## src/rtl/bomb_scheduler.sv

```systemverilog
// Bomb pool controller: edge-detects drop requests, arbitrates them onto free
// slots and sequences each slot through fuse, explode pulse and blast window.
//
//   state | meaning
//   FREE  | slot idle, may be granted
//   ARMED | fuse counting down, chain_hit honored
//   BLAST | blast window counting down, slot returns to pool at zero
module bomb_scheduler #(
    parameter int NUM_SLOTS      = 4,
    parameter int MAX_PER_PLAYER = 2,
    parameter int FUSE_FRAMES    = 120,
    parameter int BLAST_FRAMES   = 30
) (
    input  logic                 frame_clk,
    input  logic                 Reset,
    input  logic                 p1_drop,
    input  logic                 p2_drop,
    input  logic [9:0]           p1X,
    input  logic [9:0]           p1Y,
    input  logic [9:0]           p2X,
    input  logic [9:0]           p2Y,
    input  logic [NUM_SLOTS-1:0] chain_hit,
    output logic [NUM_SLOTS-1:0] slot_make,
    output logic [9:0]           drop_x,
    output logic [9:0]           drop_y,
    output logic [NUM_SLOTS-1:0] slot_explode,
    output logic [NUM_SLOTS-1:0] blast_active,
    output logic [NUM_SLOTS-1:0] slot_owner,
    output logic [2:0]           p1_count,
    output logic [2:0]           p2_count,
    output logic                 p1_denied,
    output logic                 p2_denied
);

    localparam int FW = $clog2(FUSE_FRAMES);
    localparam int BW = $clog2(BLAST_FRAMES + 1);
    localparam int SW = (NUM_SLOTS > 1) ? $clog2(NUM_SLOTS) : 1;
    localparam logic [FW-1:0] FUSE_LOAD  = FW'(FUSE_FRAMES - 1);
    localparam logic [BW-1:0] BLAST_LOAD = BW'(BLAST_FRAMES - 1);
    localparam logic [2:0]    MAX_CNT    = 3'(MAX_PER_PLAYER);

    typedef enum logic [1:0] {FREE, ARMED, BLAST} slot_state_t;

    slot_state_t         state   [NUM_SLOTS];
    slot_state_t         state_n [NUM_SLOTS];
    logic [FW-1:0]       fuse_cnt   [NUM_SLOTS];
    logic [FW-1:0]       fuse_cnt_n [NUM_SLOTS];
    logic [BW-1:0]       blast_cnt   [NUM_SLOTS];
    logic [BW-1:0]       blast_cnt_n [NUM_SLOTS];
    logic [NUM_SLOTS-1:0] owner_n, make_n, explode_n;

    logic        p1_prev, p2_prev, p1_pend, p2_pend, rr;
    logic        p1_pend_n, p2_pend_n, rr_n;
    logic        p1_rise, p2_rise, p1_elig, p2_elig;
    logic        grant_p1, grant_p2, grant, contested;
    logic        p1_deny, p2_deny;
    logic        any_free;
    logic [SW-1:0] free_idx;
    logic [2:0]  p1_dec, p2_dec, p1_count_n, p2_count_n;
    logic [9:0]  drop_x_n, drop_y_n;

    always_comb begin
        for (int i = 0; i < NUM_SLOTS; i++) begin
            blast_active[i] = (state[i] == BLAST);
        end
    end

    always_comb begin
        // lowest-index FREE slot, judged on state at the start of the frame
        any_free = 1'b0;
        free_idx = '0;
        for (int i = NUM_SLOTS - 1; i >= 0; i--) begin
            if (state[i] == FREE) begin
                any_free = 1'b1;
                free_idx = SW'(i);
            end
        end

        p1_rise = p1_drop & ~p1_prev;
        p2_rise = p2_drop & ~p2_prev;
        p1_elig = p1_pend & (p1_count < MAX_CNT);
        p2_elig = p2_pend & (p2_count < MAX_CNT);

        grant_p1  = 1'b0;
        grant_p2  = 1'b0;
        contested = 1'b0;
        if (any_free) begin
            if (p1_elig && p2_elig) begin
                contested = 1'b1;
                if (rr) grant_p2 = 1'b1;
                else    grant_p1 = 1'b1;
            end else if (p1_elig) begin
                grant_p1 = 1'b1;
            end else if (p2_elig) begin
                grant_p2 = 1'b1;
            end
        end
        grant = grant_p1 | grant_p2;

        p1_deny = (p1_pend & ~p1_elig) | (p1_elig & ~any_free);
        p2_deny = (p2_pend & ~p2_elig) | (p2_elig & ~any_free);

        p1_pend_n = p1_pend ? ~(grant_p1 | p1_deny) : p1_rise;
        p2_pend_n = p2_pend ? ~(grant_p2 | p2_deny) : p2_rise;
        rr_n      = contested ? ~rr : rr;

        drop_x_n = drop_x;
        drop_y_n = drop_y;
        if (grant) begin
            drop_x_n = grant_p2 ? p2X : p1X;
            drop_y_n = grant_p2 ? p2Y : p1Y;
        end

        owner_n   = slot_owner;
        make_n    = '0;
        explode_n = '0;
        p1_dec    = 3'd0;
        p2_dec    = 3'd0;
        for (int i = 0; i < NUM_SLOTS; i++) begin
            state_n[i]     = state[i];
            fuse_cnt_n[i]  = fuse_cnt[i];
            blast_cnt_n[i] = blast_cnt[i];
            case (state[i])
                FREE: begin
                    if (grant && (free_idx == SW'(i))) begin
                        state_n[i]    = ARMED;
                        fuse_cnt_n[i] = FUSE_LOAD;
                        owner_n[i]    = grant_p2;
                        make_n[i]     = 1'b1;
                    end
                end
                ARMED: begin
                    if ((fuse_cnt[i] == '0) || chain_hit[i]) begin
                        state_n[i]     = BLAST;
                        blast_cnt_n[i] = BLAST_LOAD;
                        explode_n[i]   = 1'b1;
                    end else begin
                        fuse_cnt_n[i] = fuse_cnt[i] - 1'b1;
                    end
                end
                BLAST: begin
                    if (blast_cnt[i] == '0) begin
                        state_n[i] = FREE;
                        if (slot_owner[i]) p2_dec = p2_dec + 3'd1;
                        else               p1_dec = p1_dec + 3'd1;
                    end else begin
                        blast_cnt_n[i] = blast_cnt[i] - 1'b1;
                    end
                end
                default: state_n[i] = FREE;
            endcase
        end

        p1_count_n = p1_count + {2'b00, grant_p1} - p1_dec;
        p2_count_n = p2_count + {2'b00, grant_p2} - p2_dec;
    end

    always_ff @(posedge frame_clk or posedge Reset) begin
        if (Reset) begin
            for (int i = 0; i < NUM_SLOTS; i++) begin
                state[i]     <= FREE;
                fuse_cnt[i]  <= '0;
                blast_cnt[i] <= '0;
            end
            slot_owner   <= '0;
            slot_make    <= '0;
            slot_explode <= '0;
            drop_x       <= '0;
            drop_y       <= '0;
            p1_prev      <= 1'b0;
            p2_prev      <= 1'b0;
            p1_pend      <= 1'b0;
            p2_pend      <= 1'b0;
            rr           <= 1'b0;
            p1_count     <= '0;
            p2_count     <= '0;
            p1_denied    <= 1'b0;
            p2_denied    <= 1'b0;
        end else begin
            for (int i = 0; i < NUM_SLOTS; i++) begin
                state[i]     <= state_n[i];
                fuse_cnt[i]  <= fuse_cnt_n[i];
                blast_cnt[i] <= blast_cnt_n[i];
            end
            slot_owner   <= owner_n;
            slot_make    <= make_n;
            slot_explode <= explode_n;
            drop_x       <= drop_x_n;
            drop_y       <= drop_y_n;
            p1_prev      <= p1_drop;
            p2_prev      <= p2_drop;
            p1_pend      <= p1_pend_n;
            p2_pend      <= p2_pend_n;
            rr           <= rr_n;
            p1_count     <= p1_count_n;
            p2_count     <= p2_count_n;
            p1_denied    <= p1_deny;
            p2_denied    <= p2_deny;
        end
    end

endmodule

```

## config.mk

```make
export PLATFORM = sky130hd
export DESIGN_NAME = bomb_scheduler
export DESIGN_NICKNAME = d
export VERILOG_FILES = /design/src/rtl/bomb_scheduler.sv
export SDC_FILE = /design/constraint.sdc
export NUM_CORES = 1
export LEC_CHECK = 0
export ABC_AREA = 1
export ABC_CLOCK_PERIOD_IN_PS = 5800
export CAP_MARGIN = 5
export CORE_ASPECT_RATIO = 1.1
export CORE_MARGIN = 2
export CORE_UTILIZATION = 58
export DETAILED_ROUTE_END_ITERATION = 6
export GPL_ROUTABILITY_DRIVEN = 0
export PLACE_DENSITY_LB_ADDON = 0.05
export SLEW_MARGIN = 15
export SYNTH_ARGS = -nofsm -noshare
export SYNTH_HDL_FRONTEND = slang
export SYNTH_SLANG_ARGS = --single-unit
```

## constraint.sdc

```tcl
create_clock -name frame_clk -period 5.8 [get_ports frame_clk]
set_input_delay 1.16 -clock frame_clk [delete_from_list [all_inputs] [get_ports frame_clk]]
set_output_delay 1.16 -clock frame_clk [all_outputs]
set_load 0.01 [all_outputs]
```

* After elaboration in Yosys (flattened, before gate mapping)
Index checks and enable logic that the tools add are counted.
Storage, ports and cells: RAM bits 0, latch bits 0, bits in registers 101, bits of input ports 48, output and inout port bits 44, memory bits (read-only) 0, memories 0, logic and storage cells 250
Cells by class: bitwise logic cells 21, eq/ne operators 31, multipliers 0, magnitude comparators 2, add/subtract/negate cells 18, divide/modulo/power cells 0, reductions and logical operators 46, shift operators 0, mux-type cells 103
Operators by type and width (count):
- two-way mux 7 bit | 8
- one-hot mux 7 bit (2 select lines) | 4
- two-way mux 3 bit | 18
- two-way mux 5 bit | 8
- one-hot mux 5 bit (2 select lines) | 4
- two-way mux 1 bit | 39
- AND reduction 3 bit | 12
- two-way mux 2 bit | 16
- zero test 7 bit | 4
- subtractor 7 x 1 -> 7 bit, second input constant | 4
- inequality test 2 bit, second input constant | 12
- one-hot mux 2 bit (3 select lines) | 4
- zero test 5 bit | 4
- two-way mux 10 bit | 2
- subtractor 5 x 1 -> 5 bit, second input constant | 4
- adder 3 x 1 -> 3 bit, second input constant | 6
- inequality test 2 x 1 -> 1 bit, second input constant | 8
- nonzero test 2 bit | 8
- equality test 2 bit, second input constant | 6
- equality test 2 x 1 -> 1 bit, second input constant | 5
- zero test 2 bit | 5
- bitwise AND 1 bit | 8
- inverter 1 bit | 8
- AND reduction 2 bit | 4
- other kinds (6) | 20

* Depth between registers and ports, before layout
Gate-level depths: netlist (run 1).
word-level depth 16, gate-level depth with buffers 20

* Least setup slack after synthesis (run 1)
Ideal clock, no wire load.
path kind register to register, start register blast_cnt[15] (netlist name), end register p2_count[2], period minus slack after synthesis 3.308 ns, buffers on the path 0, required time 5.687 ns, slack 2.492 ns, arrival 3.195 ns, cell stages (with the launch flop) 20, path through dfrtp_1 inv_1 ha_1 nand3_1 nor3_1 ha_1 nand2_1 nand2_1 ha_1 nand2_1 nand2_1 ha_1 o21ai_0 ha_1 fa_1 o21bai_1 nand2_1 nand3_1 nand2_1 inv_1
Between the ends: longest elaborated chain between the ends 16
Ends and longest elaborated chain:
- start, declared | RTL line 48 | logic [BW-1:0] blast_cnt [NUM_SLOTS];
- start signal, assigned by index | RTL line 183 | blast_cnt[i] <= blast_cnt_n[i];
- zero test 5 bit * | RTL line 142 | if (blast_cnt[i] == '0) begin
- two-way mux 1 bit * | RTL line 142
- two-way mux 1 bit * | RTL line 123 | case (state[i])
- adder 3 x 1 -> 3 bit | RTL line 144 | if (slot_owner[i]) p2_dec = p2_dec + 3'd1;
- two-way mux 3 bit | RTL line 144
- two-way mux 3 bit | RTL line 142
- two-way mux 3 bit * | RTL line 123
- adder 3 x 1 -> 3 bit | RTL line 144
- two-way mux 3 bit | RTL line 144
- two-way mux 3 bit | RTL line 142
- two-way mux 3 bit * | RTL line 123
- adder 3 x 1 -> 3 bit | RTL line 144
- two-way mux 3 bit | RTL line 144
- two-way mux 3 bit | RTL line 142
- two-way mux 3 bit * | RTL line 123
- subtractor 3 bit * | RTL line 155 | p2_count_n = p2_count + {2'b00, grant_p2} - p2_dec;
- net p2_count_n[2] | RTL line 59 | logic [2:0] p1_dec, p2_dec, p1_count_n, p2_count_n;
- end signal, assigned | RTL line 196 | p2_count <= p2_count_n;
- end, declared | RTL line 30 | output logic [2:0] p2_count,
The timed path passes the listed nets; every way through them passes the cells marked *. A chain may end at the register's enable or synchronous reset.

* Worst setup path after layout (run 1)
Same ends and word-level chain as after synthesis.

==> qor.csv, run 1 <==
metric,value,unit
status,"complete, no violations",
ys_seq_elements,101,
hold_viol,0,
hpwl,9152,um
wl_per_cell,13.44,um
finalCritPeriodShare,0.6313,
synth_top_area_frac,0.4532,
total_power,3.056,mW
design_area,6754,um2
p_per_area,452.5,nW/um2
place_ws,2.140,ns
cp_top_family,adder cells,
cts_tree,built,
final_net_count,864,
vias_per_cell,5.221,
synth.avg_cell_area,8.001,um2
cts_setup_buffers,0,
die-height,106.8,um
holdWs,0.4715,ns
ant_nets,0,
relSlewSlack,0.3539,
dpl.cell_count,894,
path_class,reg2reg,
grt_overflow,0,
cap_viol_max_count,0,
dr_total_vias,4746,
path_max_fanout,4,
drive_gt1_frac,0.06944,
hold_buffers,0,
clk_pin_slew,0.09,ns
h-tree-depth,3,
drt-total-wl,12220,um
ir_drop,0.2312,mV
slew_violations,0,
ys_seq_area_frac,0.4532,
path_depth,19,
worstPathCellList,inv_1 > ha_1 > nand3_1 > nor3_1 > ha_1 > nand2_1 > nand2_1 > ha_1 > nand2_1 > nand2_1 > ha_1 > o21ai_0 > ha_1 > fa_1 > o21bai_1 > nand2_1 > nand3_1 > nand2_1 > inv_1,
fin_tns_setup,0,ns
track_usage,0.2463,
ctsResizeCount,0,
post-route-util,0.7222,
netlist_area,5577,um2
grt_max_degree,52,
first_pass_iters,4,
numCtsBuffers,9,
antenna_cells,0,
critical_path.slowest_cell,fa_1,
final_cell_mix,"nand2_1 (162), inv_1 (106), nand3_1 (106)",
yosys.area.top_type,dfrtp_1,
start_util,0.5963,
synth_area_leaders,"dfrtp_1 (45%), nand2_1 (11%), nand3_1 (9.5%), inv_1 (7.2%), ha_1 (5.8%)",
die_area,10420,um2
async_reset_ff_frac,1.000,
row_count,37,
synth-edff-count,0,
fmax,0.2731,GHz
synth_cells,697,
final_common_cell,nand2_1,
crit_required,6.07,ns
worstMarginPinSlew,0.9668,ns
die_w,97.49,um
drc,0,
yosysUniqueCellTypes,32,
slowest_delay,0.45,ns
io_buffers,91,
io_pins,92,
clockBufferDepth,2,
critPathMostFrequentCell,nand2_1,
antenna_found_initial,0,
cts_sinks,101,
fin_skew,0.01047,ns
grt_pass1_vias,4840,
layout.cells.non_filler,909,
endpoint_kind,register,
min_period,3.661,ns
rsz0062_at_grt,no,
holdPathStages,1,
hp-class,reg2reg,
clk_latency,0.37,ns
core_area,9351,um2
p_leak,3.383,nW
setup_viol,0,
crit_buf_inv,2,
r2r_cells,19,
yosysWarnings,0,
synth_nets,773,
grt_pass1_wl,20960,um
setup_slack,2.139,ns
dpl_cell_area,6555,um2
start_kind,register,
cts_root_buf,clkbuf_8,
yosys_most_used_dff,dfrtp_1,
worstPathArrival,3.93,ns
synthToLayoutAreaGrowth,21.11,%
dr.first_iter.drc_count,153,
report_power, final:
group | total (mW) | switching [mW] | internal (mW)
Sequential | 1.17 | 0.181 | 0.989
Combinational | 1.43 | 0.814 | 0.619
Clock | 0.453 | 0.234 | 0.219
cell families (layout without fill, tap and decap cells):
family,count (synthesis),count (layout),synth area share
adders and majority gates,28,28,0.06551
DFF,101,101,0.4532
AOI/OAI and AO/OA,73,73,0.07202
buffers and inverters,123,218,0.09064
and+or+nand+nor,354,354,0.2903
xor gates and xnor gates,18,18,0.02827
worst paths after layout:
kind | slack, ns | to | start
max | 2.14 | p2_count[2]$_DFF_PP0_ | blast_cnt[15]$_DFFE_PP0P_
min | 0.47 | p2_pend$_DFF_PP0_ | p2_prev$_DFF_PP0_
max reg2reg | 2.14 | p2_count[2]$_DFF_PP0_ | blast_cnt[15]$_DFFE_PP0P_
min reg2reg | 0.47 | p2_pend$_DFF_PP0_ | p2_prev$_DFF_PP0_
max in group asynchronous | 3.52 | blast_cnt[0]$_DFFE_PP0P_ | Reset
min in group asynchronous | 1.23 | blast_cnt[5]$_DFFE_PP0P_ | Reset
cell usage after synthesis (7+ instances only):
cell type	instances
inv_1	107
xor2_1	18
nand3_1	106
nand2_1	162
o21ai_0	36
or2_2	7
dfrtp_1	101
nand4_1	8
o21ai_2	7
nor2_1	46
ha_1	26
o21ai_1	20
worst reg2reg max path, delay by kind of cell, from the launching register on:
kind	cells	cell delay, ns
AOI/OAI and AO/OA	2	0.40
adders and majority gates	6	1.74
DFF	1	0.42
and+or+nand+nor	9	0.88
buffers and inverters	2	0.14
final cells by class:
class,count,area (um2)
clock inverter,4,47.55
fill,742,2597
tap,117,146.4
clock buffer,11,151.4
multi-input combinational,473,2544
inverter,111,419.2
sequential,101,2527
timing repair buffer,92,918.4
metal layers:
layer / global-route usage / up-vias / routed length [um]
met5: 0 / - / 0
met1: 0.2913 / 2232 / 5179
li1: - / 2398 / -
met3: 0.04498 / 17 / 512
met4: 0.1101 / 0 / 246
met2: 0.4384 / 99 / 6283
state kept, by name (all words and copies together) (netlist names), 3 cells and up:
register and flops:
p1_count 3, p2_count 3, fuse_cnt 28, blast_cnt 20, state 8, drop_x 10
slot_explode 4, slot_owner 4, drop_y 10, slot_make 4
Power figures use the tool's default switching activity.
==> inputs of run 2 (changes only) <==
ABC_CLOCK_PERIOD_IN_PS = 3100   (was 5800)
CORE_UTILIZATION = 49   (was 58)
clock period = 3.1 ns   (was 5.8 ns; I/O delays follow)
==> qor.csv, run 2 (synthesized netlist as in run 1, its figures left out) <==
metric,value,unit,change
status,"finished, violations left",,"was complete, no violations"
violations,negative setup slack,,
fin_skew,0.008257,ns,was 0.01047 ns
vias_per_cell,5.030,,was 5.221
synthToLayoutAreaGrowth,32.51,%,was 21.11%
path_max_fanout,3,,was 4
crit_buf_inv,3,,was 2
worstMarginPinSlew,0.5418,ns,was 0.9668 ns
p_leak,3.650,nW,was 3.383 nW
min_period,3.172,ns,was 3.661 ns
die_area,12250,um2,was 10420 um2
worstPathArrival,3.46,ns,was 3.93 ns
drive_gt1_frac,0.1435,,was 0.06944
antenna_cells,0,,unchanged
track_usage,0.2179,,was 0.2463
cts_root_buf,clkbuf_16,,was clkbuf_8
final_common_cell,nand2_1,,unchanged
drc,0,,unchanged
die-height,115.9,um,was 106.8 um
dpl_cell_area,6852,um2,was 6555 um2
place_ws,-0.4008,ns,was 2.140 ns
fmax,0.3153,GHz,was 0.2731 GHz
final_net_count,901,,was 864
grt_pass1_vias,4722,,was 4840
start_kind,register,,unchanged
io_buffers,91,,unchanged
h-tree-depth,3,,unchanged
holdWs,0.4465,ns,was 0.4715 ns
ant_nets,0,,unchanged
crit_required,3.38,ns,was 6.07 ns
die_w,105.7,um,was 97.49 um
critical_path.slowest_cell,dfrtp_1,,was fa_1
cap_viol_max_count,0,,unchanged
dr.first_iter.drc_count,252,,was 153
p_per_area,858.4,nW/um2,was 452.5 nW/um2
antenna_found_initial,0,,unchanged
slew_violations,0,,unchanged
hp-class,reg2reg,,unchanged
setup_slack,-0.07184,ns,was 2.139 ns
largest_reg_flops,28,,unchanged
clockBufferDepth,2,,unchanged
reg.largest.list,"fuse_cnt x28, blast_cnt x20",,unchanged
start_util,0.5065,,was 0.5963
finalCritPeriodShare,1.023,,was 0.6313
row_count,40,,was 37
design_area,7390,um2,was 6754 um2
cts_tree,built,,unchanged
hold_buffers,0,,unchanged
final_cell_mix,"nand2_1 (153), inv_1 (104), nand3_1 (104)",,"was nand2_1 (162), inv_1 (106), nand3_1 (106)"
clk_pin_slew,0.07,ns,was 0.09 ns
path_class,reg2reg,,unchanged
numCtsBuffers,9,,unchanged
first_pass_iters,5,,was 4
hold_viol,0,,unchanged
dpl.cell_count,956,,was 894
worstPathCellList,inv_2 > ha_4 > nand3_4 > buf_4 > nor3_4 > ha_1 > nand2_2 > nand2_2 > ha_4 > nand2_2 > nand2_2 > ha_1 > o21ai_2 > ha_1 > fa_2 > inv_1 > nand3_1 > nand2_1,,was inv_1 > ha_1 > nand3_1 > nor3_1 > ha_1 > nand2_1 > nand2_1 > ha_1 > nand2_1 > nand2_1 > ha_1 > o21ai_0 > ha_1 > fa_1 > o21bai_1 > nand2_1 > nand3_1 > nand2_1 > inv_1
dr_total_vias,4909,,was 4746
hpwl,9047,um,was 9152 um
critPathMostFrequentCell,nand2_2,,was nand2_1
total_power,6.343,mW,was 3.056 mW
setup_viol,3,,was 0
wl_per_cell,13.26,um,was 13.44 um
rsz0062_at_grt,yes,,was no
io_pins,92,,unchanged
cts_sinks,101,,unchanged
ir_drop,0.3823,mV,was 0.2312 mV
clk_latency,0.34,ns,was 0.37 ns
grt_max_degree,102,,was 52
core_area,11010,um2,was 9351 um2
grt_pass1_wl,21330,um,was 20960 um
cp_top_family,adder cells,,unchanged
grt_overflow,0,,unchanged
slowest_delay,0.39,ns,was 0.45 ns
top_register,fuse_cnt,,unchanged
drt-total-wl,12950,um,was 12220 um
endpoint_kind,register,,unchanged
relSlewSlack,0.6388,,was 0.3539
layout.cells.non_filler,976,,was 909
run 2: cell count changes in the layout (fill, tap and decap cells not counted), sizes merged:
cell	previous run	this run
bufinv	1	3
clkbuf	11	9
clkinvlp	1	4
inv	111	110
buf	1	38
clkinv	2	0
run 2: per-layer routing:
| layer | GRT usage | part of all wire | vias up |
|---|---|---|---|
| met4 | 0.07719 | 0.018 | 0 |
| li1 | - | - | 2474 |
| met5 | 0 | 0 | - |
| met3 | 0.04499 | 0.033 | 14 |
| met2 | 0.3768 | 0.51 | 82 |
| met1 | 0.2739 | 0.44 | 2339 |
run 2: worst register-to-register path: stages, from the launching register on:
cell and delay, ns:
dfrtp_1 0.39, inv_2 0.09, ha_4 0.14, nand3_4 0.09, buf_4 0.16, nor3_4 0.20
ha_1 0.27, nand2_2 0.09, nand2_2 0.08, ha_4 0.28, nand2_2 0.06, nand2_2 0.09
ha_1 0.24, o21ai_2 0.12, ha_1 0.25, fa_2 0.34, inv_1 0.06, nand3_1 0.08
nand2_1 0.07
run 2: final cells by class:
| class | count | area, um2 |
|---|---|---|
| clock buffers | 9 | 225.2 |
| well taps | 147 | 183.9 |
| inverters | 111 | 420.4 |
| flip-flops and latches | 101 | 2527 |
| fillers | 903 | 3621 |
| clock inverters | 6 | 112.6 |
| repair buffers | 129 | 1212 |
| multi-input cells | 473 | 2708 |
run 2: power by group:
| part | internal (mW) | leakage [nW] | switching (mW) |
|---|---|---|---|
| Combinational | 1.30 | 2.24 | 1.59 |
| Sequential | 1.85 | 1.25 | 0.328 |
| Clock | 0.784 | 0.154 | 0.486 |
run 2: worst paths after layout:
check,from,to,cells after the start,slack (ns)
setup reg to reg,blast_cnt[15]$_DFFE_PP0P_,p1_count[2]$_DFF_PP0_,18,-0.07
max in group asynchronous,Reset,fuse_cnt[15]$_DFFE_PP0P_,3,1.92
min in group asynchronous,Reset,fuse_cnt[9]$_DFFE_PP0P_,3,0.76
hold reg to reg,p2_prev$_DFF_PP0_,p2_pend$_DFF_PP0_,1,0.45
setup / recovery,blast_cnt[15]$_DFFE_PP0P_,p1_count[2]$_DFF_PP0_,18,-0.07
hold / removal,p2_prev$_DFF_PP0_,p2_pend$_DFF_PP0_,1,0.45
run 2: repair_timing:
item                       in CTS  in global routing
cloned                          0                  0
pin swaps                      10                 16
setup endpoints to repair       4                  4
setup buffers                   4                  2
gates resized for setup        13                 24
run 2: per-stage QoR:
stage	utilization	setup TNS, ns
floorplan	-	-0.1542
global placement	0.6223	-0.3161
detailed placement	0.6223	-0.8089
CTS	0.6608	-0.3493
global route	0.6711	-0.5617
finish	0.6711	-0.1241
==> RTL change 1 (config.mk and constraints of run 2) <==
The output `slot_make` loses its register stage (`slot_make` becomes a continuous assignment).
--- a/src/rtl/bomb_scheduler.sv
+++ b/src/rtl/bomb_scheduler.sv
@@ -163,7 +163,6 @@
                 blast_cnt[i] <= '0;
             end
             slot_owner   <= '0;
-            slot_make    <= '0;
             slot_explode <= '0;
             drop_x       <= '0;
             drop_y       <= '0;
@@ -183,7 +182,6 @@
                 blast_cnt[i] <= blast_cnt_n[i];
             end
             slot_owner   <= owner_n;
-            slot_make    <= make_n;
             slot_explode <= explode_n;
             drop_x       <= drop_x_n;
             drop_y       <= drop_y_n;
@@ -199,5 +197,7 @@
         end
     end
 
+    assign slot_make = make_n;
+
 endmodule
 
Function: changed (Yosys sat finds a counterexample within 4 cycles, from zero or initial values and one cycle with Reset high).
==> RTL change 1 against run 2 <==
- count of clock-buffer cells in the layout grew 2
- power grew 2.4%
- fmax grew 8.6%
- cell area shrank 1.8%
- area after synthesis shrank 1.4%
- routed wire length grew 0.26%
- via count grew 1.2%
- combinational power is essentially flat
- synthesized cell count grew 2.2%
- sequential cell count shrank 4
- setup slack gained 250 ps
- highest routed layer unchanged
==> RTL change 1: results <==
export IMPL_outcome="completed"
export IMPL_min_to="p1_pend"
export IMPL_post_place_ws_ps=-170
export IMPL_grt_pass1_wl_um=22100
export IMPL_multi_input_area_share_pct=37.4
export IMPL_synth_area_per_cell_um2=7.73
export IMPL_rr_worst_depth=16
export IMPL_tightestPinTransition_ps=718
export IMPL_leakage_nw=3.54
export IMPL_design_seq_count=97
export IMPL_synth_net_count=788
export IMPL_wl_um=13000
export IMPL_final_cells=977
export IMPL_yosys_area_share_xor_xnor_pct=1.43
export IMPL_seqAreaFraction_pct=33.4
export IMPL_m1WireLength_um=5850
export IMPL_route_met2_wl_um=6440
export IMPL_finClkSkew_ps=8.59
export IMPL_pwr_share_seq_pct=33.3
export IMPL_signal_buffers=116
export IMPL_drt_initial_drc_count=214
export IMPL_dpl_cell_count=957
export IMPL_synth_compound_area_share_pct=6.23
export IMPL_vdd_ir_drop_max_mv=0.512
export IMPL_synth_area_top_cells="dfrtp_1, nand2_1, nand3_1"
export IMPL_cp_arrival_ps=3200
export IMPL_finalNetCount=901
export IMPL_met3_length_um=552
export IMPL_p_comb_w=0.00289
export IMPL_grt_util_all_layers_pct=22.4
export IMPL_multi_input_area_um2=2720
export IMPL_synthAdderAreaFrac_pct=6.64
export IMPL_place_area_um2=6710
export IMPL_final_clk_cell_share_pct=5.41
export IMPL_io_buffer_count=91
export IMPL_area_growth_synth_to_final_pct=31.9
export IMPL_p_int_w=0.00404
export IMPL_synth_cell_types=31
export IMPL_buf_share_pct=15.5
export IMPL_post_cts_resized=9
export IMPL_fill_cells=950
export IMPL_postCtsSetupBuffers=1
export IMPL_grt_pass1_vias=4874
export IMPL_clkbuf_count=11
export IMPL_drive_gt1_share_pct=11.2
export IMPL_inv_count=109
export IMPL_worstHoldStart="p1_prev"
export IMPL_r2r_setup_slack_ps=180
export IMPL_dp_hpwl_um=9360
export IMPL_ys_seq_area_share_pct=44.1
export IMPL_multi_input_gates=492
export IMPL_grt_max_degree=40
export IMPL_synth_common_cells="nand2_1, inv_1, nand3_1"
export IMPL_regToRegStartpoint="blast_cnt[17]"
==> RTL change 1: worst max-delay path by stage <==
stage	startpoint	endpoint	slack [ps]	cells past startpoint
2_1_floorplan	blast_cnt[15]	p2_count[2]	50	17
3_3_place_gp	blast_cnt[15]	p2_count[2]	-50	17
3_5_place_dp	blast_cnt[15]	p1_count[2]	-170	17
4_1_cts	blast_cnt[15]	p2_count[2]	-4	17
5_1_grt	blast_cnt[17]	p2_count[2]	-60	16
6_report	blast_cnt[17]	p2_count[2]	180	16
==> RTL change 1: per-stage QoR <==
stage | total power, W | hold slack, ps | setup TNS (ps)
floorplan | 0.00391 | 419 | 0
detailed placement | 0.00497 | 431 | -425
global placement | 0.00486 | 433 | -95.1
CTS | 0.00646 | 446 | -4.39
global route | 0.00703 | 469 | -90.0
finish | 0.00650 | 450 | 0
==> RTL change 1: routing by layer <==
metal / up-vias / global-route usage, %
met5: - / 0
li1: 2526 / -
met4: 0 / 6.40
met1: 2344 / 28.7
met3: 7 / 4.54
met2: 89 / 38.9
==> RTL change 2 (flow settings as in run 2) <==
Made on the original files. `BLAST_FRAMES`: 30 -> 60.
--- a/src/rtl/bomb_scheduler.sv
+++ b/src/rtl/bomb_scheduler.sv
@@ -9,7 +9,7 @@
     parameter int NUM_SLOTS      = 4,
     parameter int MAX_PER_PLAYER = 2,
     parameter int FUSE_FRAMES    = 120,
-    parameter int BLAST_FRAMES   = 30
+    parameter int BLAST_FRAMES   = 60
 ) (
     input  logic                 frame_clk,
     input  logic                 Reset,
Behaviour: no difference found for any inputs over 4 cycles, from zero or initial values and one cycle with Reset high; that may be too few to reach the edited logic, so the function may still have changed.
==> RTL change 2 against run 2 <==
- power rose by 5.9%
- die area rose by 5.5%
- cell area rose by 3.3%
- via count rose by 6.1%
- non-clock buffer count fell by 3
- routed wire length rose by 3.8%
- setup slack improved by 17 ps
- first-iteration DRC count rose by 33%
- utilization fell by 2.8 points
- combinational power rose by 13%
- largest cell class unchanged
- sequential cell count rose by 4
- the run still ends with negative setup slack left
- synthesized cell count rose by 11%
- area after synthesis rose by 5.7%
==> RTL change 2: results <==
export IMPL_maxSlewHeadroom_pct=26.5
export IMPL_largest_registers="fuse_cnt: 28 flops, blast_cnt: 24 flops"
export IMPL_signal_buffers=126
export IMPL_postCtsSetupBuffers=10
export IMPL_viasPerCell=4.92
export IMPL_finClkSkew_ps=6.97
export IMPL_cts_sinks=105
export IMPL_dpl_cell_count=1030
export IMPL_finalSetupViolCount=2
export IMPL_holdWs_ps=449
export IMPL_final_clk_cell_share_pct=3.87
export IMPL_failed_checks="negative setup slack"
export IMPL_post_cts_resized=9
export IMPL_clkbuf_count=10
export IMPL_rr_worst_depth=21
export IMPL_grt_util_all_layers_pct=21.8
export IMPL_dr_pass1_iters=4
export IMPL_grt_use_met2_pct=35.9
export IMPL_m1WireLength_um=6050
export IMPL_cp_max_fo=2
export IMPL_worstHoldStart="p1_prev"
export IMPL_outcome="finished, violations left"
export IMPL_multi_input_gates=550
export IMPL_grt_pass1_vias=5181
export IMPL_cp_arrival_ps=3390
export IMPL_syn_inst=777
export IMPL_route_met2_wl_um=6510
export IMPL_synth_cell_types=30
export IMPL_grtUsageMet1_pct=28.4
export IMPL_setup_ws_ps=-54.8
## RTL change 2: logic make-up (layout without fill, tap and decap cells)
family	after synthesis	in the layout	share of synthesized area [%]
xor gates and xnor gates	20	20	2.97
muxes	1	1	0.170
DFF	105	105	44.6
and+or+nand+nor	450	450	33.4
adders and majority gates	28	28	6.20
AOI/OAI and AO/OA	51	51	4.52
buffers and inverters	122	249	8.15
## RTL change 2: power by group through the flow
stage                     Sequential, W  Clock (W)  Combinational, W
after floorplan                 0.00235          0           0.00202
after global placement          0.00230          0           0.00310
after detailed placement        0.00232          0           0.00318
after CTS                       0.00230    0.00117           0.00326
after global routing            0.00238    0.00123           0.00377
final                           0.00231    0.00113           0.00327
## RTL change 2: per-stage QoR
step / cell area (um^2) / setup slack, ps / util (%)
after detailed placement: 7120 / -151 / 60.0
final: 7630 / -54.8 / 64.3
after global routing: 7630 / -311 / 64.3
after floorplan: 5920 / 19.0 / -
after global placement: 7120 / -62.4 / 60.0
after CTS: 7530 / -110 / 63.4
